<file path="src/rtl/keyboard_tx.sv">
// PS/2 host-to-device transmitter: inhibits the clock, issues a request-to-send,
// shifts out one byte with odd parity on device clock edges, then checks the ACK.
module keyboard_tx #(
    parameter int CLK_FREQ_HZ    = 25000000,
    parameter int INHIBIT_CYCLES = 2500,
    parameter int TIMEOUT_CYCLES = 50000
) (
    input  logic       CLK,
    input  logic       resetn,
    input  logic [7:0] tx_data,
    input  logic       tx_valid,
    output logic       tx_ready,
    output logic       tx_done,
    output logic       tx_error,
    output logic       busy,
    input  logic       keyboard_clock,
    input  logic       keyboard_data,
    output logic       keyboard_clock_oe,
    output logic       keyboard_data_oe,
    output logic [2:0] o_dbg_state
);

    localparam int INH_W = $clog2(INHIBIT_CYCLES + 1);
    localparam int TO_W  = $clog2(TIMEOUT_CYCLES + 1);

    localparam logic [2:0] S_IDLE    = 3'd0;
    localparam logic [2:0] S_INHIBIT = 3'd1;
    localparam logic [2:0] S_REQUEST = 3'd2;
    localparam logic [2:0] S_BITS    = 3'd3;
    localparam logic [2:0] S_ACK     = 3'd4;
    localparam logic [2:0] S_RELEASE = 3'd5;

    if (CLK_FREQ_HZ < 1 || INHIBIT_CYCLES < 1 || TIMEOUT_CYCLES < 2) begin : g_bad_params
        $error("keyboard_tx: invalid parameter values");
    end

    logic             r_clk_s1, r_clk_s2, r_clk_prev;
    logic             r_dat_s1, r_dat_s2;
    logic [2:0]       r_state;
    logic [INH_W-1:0] r_inh_cnt;
    logic [TO_W-1:0]  r_to_cnt;
    logic [3:0]       r_edge_cnt;
    logic [7:0]       r_shift;
    logic             r_parity;
    logic             r_clk_oe, r_data_oe;
    logic             r_done, r_error;

    logic             w_fall;
    logic             w_timeout;
    logic             w_ready;
    logic [3:0]       w_edge_next;

    // Sync registers idle high so reset never fakes a falling edge.
    always_ff @(posedge CLK or negedge resetn) begin
        if (!resetn) begin
            r_clk_s1   <= 1'b1;
            r_clk_s2   <= 1'b1;
            r_clk_prev <= 1'b1;
            r_dat_s1   <= 1'b1;
            r_dat_s2   <= 1'b1;
        end else begin
            r_clk_s1   <= keyboard_clock;
            r_clk_s2   <= r_clk_s1;
            r_clk_prev <= r_clk_s2;
            r_dat_s1   <= keyboard_data;
            r_dat_s2   <= r_dat_s1;
        end
    end

    assign w_fall      = r_clk_prev & ~r_clk_s2;
    assign w_timeout   = (r_to_cnt == TO_W'(TIMEOUT_CYCLES - 1)) && !w_fall;
    assign w_ready     = (r_state == S_IDLE);
    assign w_edge_next = (r_edge_cnt == 4'hF) ? 4'hF : r_edge_cnt + 4'd1;

    always_ff @(posedge CLK or negedge resetn) begin
        if (!resetn) begin
            r_state    <= S_IDLE;
            r_inh_cnt  <= '0;
            r_to_cnt   <= '0;
            r_edge_cnt <= '0;
            r_shift    <= '0;
            r_parity   <= 1'b0;
            r_clk_oe   <= 1'b0;
            r_data_oe  <= 1'b0;
            r_done     <= 1'b0;
            r_error    <= 1'b0;
        end else begin
            r_done  <= 1'b0;
            r_error <= 1'b0;
            case (r_state)
                S_IDLE: begin
                    r_clk_oe  <= 1'b0;
                    r_data_oe <= 1'b0;
                    if (tx_valid && w_ready) begin
                        r_shift   <= tx_data;
                        r_parity  <= ~^tx_data;
                        r_inh_cnt <= '0;
                        r_clk_oe  <= 1'b1;
                        r_state   <= S_INHIBIT;
                    end
                end
                S_INHIBIT: begin
                    if (r_inh_cnt == INH_W'(INHIBIT_CYCLES - 1)) begin
                        r_data_oe <= 1'b1;
                        r_state   <= S_REQUEST;
                    end else begin
                        r_inh_cnt <= r_inh_cnt + 1'b1;
                    end
                end
                S_REQUEST: begin
                    // Data is already low; releasing clock now forms the start bit.
                    r_clk_oe   <= 1'b0;
                    r_to_cnt   <= '0;
                    r_edge_cnt <= '0;
                    r_state    <= S_BITS;
                end
                S_BITS: begin
                    if (w_timeout) begin
                        r_clk_oe  <= 1'b0;
                        r_data_oe <= 1'b0;
                        r_error   <= 1'b1;
                        r_state   <= S_IDLE;
                    end else if (w_fall) begin
                        r_edge_cnt <= w_edge_next;
                        r_to_cnt   <= '0;
                        if (w_edge_next <= 4'd8) begin
                            r_data_oe <= ~r_shift[0];
                            r_shift   <= {1'b0, r_shift[7:1]};
                        end else if (w_edge_next == 4'd9) begin
                            r_data_oe <= ~r_parity;
                        end else begin
                            r_data_oe <= 1'b0;
                            r_state   <= S_ACK;
                        end
                    end else begin
                        r_to_cnt <= r_to_cnt + 1'b1;
                    end
                end
                S_ACK: begin
                    if (w_timeout) begin
                        r_clk_oe  <= 1'b0;
                        r_data_oe <= 1'b0;
                        r_error   <= 1'b1;
                        r_state   <= S_IDLE;
                    end else if (w_fall) begin
                        r_edge_cnt <= w_edge_next;
                        r_to_cnt   <= '0;
                        if (!r_dat_s2) begin
                            r_state <= S_RELEASE;
                        end else begin
                            r_error <= 1'b1;
                            r_state <= S_IDLE;
                        end
                    end else begin
                        r_to_cnt <= r_to_cnt + 1'b1;
                    end
                end
                S_RELEASE: begin
                    if (w_timeout) begin
                        r_clk_oe  <= 1'b0;
                        r_data_oe <= 1'b0;
                        r_error   <= 1'b1;
                        r_state   <= S_IDLE;
                    end else if (r_clk_s2 && r_dat_s2) begin
                        r_done  <= 1'b1;
                        r_state <= S_IDLE;
                    end else if (w_fall) begin
                        r_to_cnt <= '0;
                    end else begin
                        r_to_cnt <= r_to_cnt + 1'b1;
                    end
                end
                default: begin
                    r_clk_oe  <= 1'b0;
                    r_data_oe <= 1'b0;
                    r_state   <= S_IDLE;
                end
            endcase
        end
    end

    assign tx_ready          = w_ready;
    assign busy              = ~w_ready;
    assign tx_done           = r_done;
    assign tx_error          = r_error;
    assign keyboard_clock_oe = r_clk_oe;
    assign keyboard_data_oe  = r_data_oe;
    assign o_dbg_state       = r_state;

endmodule

</file>
<file path="config.mk">
export PLATFORM = sky130hd
export DESIGN_NAME = keyboard_tx
export DESIGN_NICKNAME = d
export VERILOG_FILES = /design/src/rtl/keyboard_tx.sv
export SDC_FILE = /design/constraint.sdc
export NUM_CORES = 1
export LEC_CHECK = 0
export ABC_AREA = 0
export BUFFER_PORTS_ARGS = -buffer_cell sky130_fd_sc_hd__buf_2
export CORE_ASPECT_RATIO = 2
export CORE_UTILIZATION = 37
export CTS_BUF_LIST = sky130_fd_sc_hd__clkbuf_8
export DETAILED_ROUTE_END_ITERATION = 7
export SLEW_MARGIN = 10
export SYNTH_ARGS = -nofsm -noshare
export SYNTH_HDL_FRONTEND = slang
export SYNTH_SLANG_ARGS = --single-unit
</file>
<file path="constraint.sdc">
create_clock -name CLK -period 2.7 [get_ports CLK]
set_clock_uncertainty 0.05 [all_clocks]
set_input_delay 0.135 -clock CLK [delete_from_list [all_inputs] [get_ports CLK]]
set_output_delay 0.135 -clock CLK [all_outputs]
set_load 0.1 [all_outputs]
</file>
==> impl_metrics.toml <==
[clocking]
cts_root_buf = "clkbuf_8"
ctsHtreeMaxLevel = 2
clkSlewWorstSetupHoldPaths_ps = 100
numCtsBuffers = 5
post_cts_buffers = 0
cts_sinks = 53
cts_tree = "built"
clockBufferDepth = 2
insertion_delay_ps = 310

[floorplan]
rows = 45
die_h_um = 129
io_pins = 22
core_um2 = 7660
die_area_um2 = 8420
die_w_um = 65.4
start_util = 0.388

[critical_path]
arrival_ps = 2710
end_kind = "flip-flop"
path_class = "flip-flop to flip-flop"
reg2regPathDepth = 8
cp_max_fo = 7
startpoint_type = "flip-flop"
cp.required_ps = 2890

[yosys]
synth_top_family_by_area = "simple AND/OR/NAND/NOR gates"
avgSynthCellArea_um2 = 9.04
synth-compound-area-share = 0.174
synthesis.area_um2 = 2970
ys_warn_count = 0
yosysMostFrequentCell = "dfrtp_1"
synth_adder_area_share = 0.0210
syn_nets = 347
synthSimpleGateAreaFrac = 0.268
async_flop_share = 1.00
yosysTopAreaCell = "dfrtp_1"
synthDominantCellAreaShare = 0.404
synth_xor_area_frac = 0.0471
synth.yosys.seq_area_share = 0.448
synth_mux_area_frac = 0.0114
synthTopCellsByCount = "48 x dfrtp_1, 39 x nor2_1, 32 x nand2_1, 32 x o21ai_0, 18 x nand3_1"
synth_ff_type = "dfrtp_1"
ys_ff_latch = 53
netlist_instances = 329
yosysUniqueCellTypes = 56
synthTopCellsByArea = "dfrtp_1 40%, o21ai_0 5.4%, nor2_1 4.9%"
synth_edf_count = 0

[route]
ant_nets = 0
wire_per_inst_um = 15.4
drc = 0
routed_wl_mm = 7.07
drtIter0Drc = 191
via_per_inst = 5.59
via_count = 2561
first_pass_iters = 4

[sta]
tightest_slew_ps = 509
finalMaxSlewViolations = 0
post-route-period-util = 0.934
slew_headroom = 0.658
fmax_ghz = 0.397
whs_ps = 26.8
rsz0062_at_grt = "false"
setup_ws_ps = 178
hold_violations = 0
timing.final.crit_period_ps = 2520
setup_violations = 0

[global_route]
overflow = 0
grt_antenna_before_repair = 0
use_met2 = 0.353
top_usage_layer = "met2"
grt_pass1_vias = 2698
grt_first_pass_wirelength_mm = 12.2
use_met3 = 0.0257
use_met1 = 0.198
grt_max_degree = 32
track_usage = 0.187

[finish]
nets = 381
drive_gt1_frac = 0.179
stdcell_area_um2 = 3440
antenna_cells = 0
fillers = 770
fin_util = 0.449
syn2layout_area_growth_pct = 15.6
multi_input_area_um2 = 1560
seqCellArea_um2 = 1340

[power]
ir_drop_v = 0.000430
p_leak_nw = 1.46
powerDensity_nw_per_um2 = 905
internal_power_mw = 1.76
net-switching-power_mw = 1.35
swShare = 0.434
seq_power_share = 0.350
comb_power_share = 0.443
clkPwrFrac = 0.207

[worst_hold_path]
hold_class = "primary input to flip-flop"
min_path_cells = 3

[place]
hpwl_mm = 5.31
detailed_place.area_um2 = 3270
gp_congestion = 0.814
io_buffers = 21
post-place-ws_ps = 192

[run]
maxCapViolations = 0

[run_status]
outcome = "finished clean"
worst max-delay path, cell delays in order, from the launching register on:
cell	delay, ps
dfrtp_1	450
inv_1	90
ha_1	310
nand2b_1	100
a31oi_1	80
nor3_1	450
mux2_2	390
or4_1	400
a31oi_1	130
state kept, by name, indices dropped and copies added (netlist names), 3 cells and up:
name and cells:
r_shift 8, r_to_cnt 16, r_inh_cnt 12, r_edge_cnt 4, o_dbg_state 3
layout make-up:
cell class	count	area share
clock inverters	3	0.0189
repair buffers	40	0.0743
well taps	94	0.0342
multi-input cells	257	0.455
flip-flops and latches	53	0.390
clock buffers	5	0.0200
inverters	6	0.00765
path summary, 6_finish.rpt:
check                              startpoint  slack, ps               end
worst max-delay path            r_edge_cnt[0]        180  keyboard_data_oe
worst min-delay path               tx_data[4]         30        r_shift[4]
worst max register to register  r_edge_cnt[0]        180  keyboard_data_oe
worst min register to register       r_clk_s1        320          r_clk_s2
max in group asynchronous              resetn       1770          r_dat_s2
min in group asynchronous              resetn        140     r_inh_cnt[10]
layer usage:
layer / wire length (um) / vias to the layer above / share of wire
li1: - / 1266 / -
met1: 2790 / 1242 / 0.39
met2: 3960 / 40 / 0.56
met3: 143 / 13 / 0.020
met4: 167 / 0 / 0.024
met5: 0 / - / 0
power by group through the flow:
stage                     Sequential [mW]  Combinational (mW)  Clock (mW)
final                                1.09                1.38       0.644
after global routing                 1.11                1.51       0.688
after CTS                            1.09                1.38       0.664
after detailed placement             1.10                1.37           0
after global placement               1.10                1.37           0
after floorplan                      1.23               0.893           0
metrics by stage:
stage	cells	power [mW]	setup TNS [ps]
final	458	3.11	0
after global routing	458	3.30	0
after CTS	458	3.13	0
after detailed placement	447	2.48	0
after global placement	447	2.46	0
after floorplan	329	2.13	-1790
logic make-up (layout without fill, tap and decap cells):
group | count (synthesis) | after routing
adders and majority gates | 5 | 5
xor gates and xnor gates | 16 | 16
and+or+nand+nor | 150 | 150
DFF | 53 | 53
muxes | 3 | 3
AOI/OAI and AO/OA | 83 | 83
buffers and inverters | 19 | 54
cells in the final DEF (no fill, tap or decap), types with 6 or more instances in the layout:
cell      Yosys  layout
nand2_1      32      32
nand2b_1      6       6
buf_4         1      16
a21oi_1      11      11
nand4_1       9       9
nor2_1       39      39
o21ai_0      32      32
and3_1       11      11
nand3_1      18      18
buf_2         1      21
a31oi_1      14      14
o31ai_1       6       6
dfrtp_1      48      45
xnor2_1      12      12
what timing repair did:
item | 4_1_cts | 5_1_grt
hold endpoints to repair | 50 | 0
gates resized for setup | 0 | 0
hold buffers | 3 | 0
(Power assumes the default switching activity.)
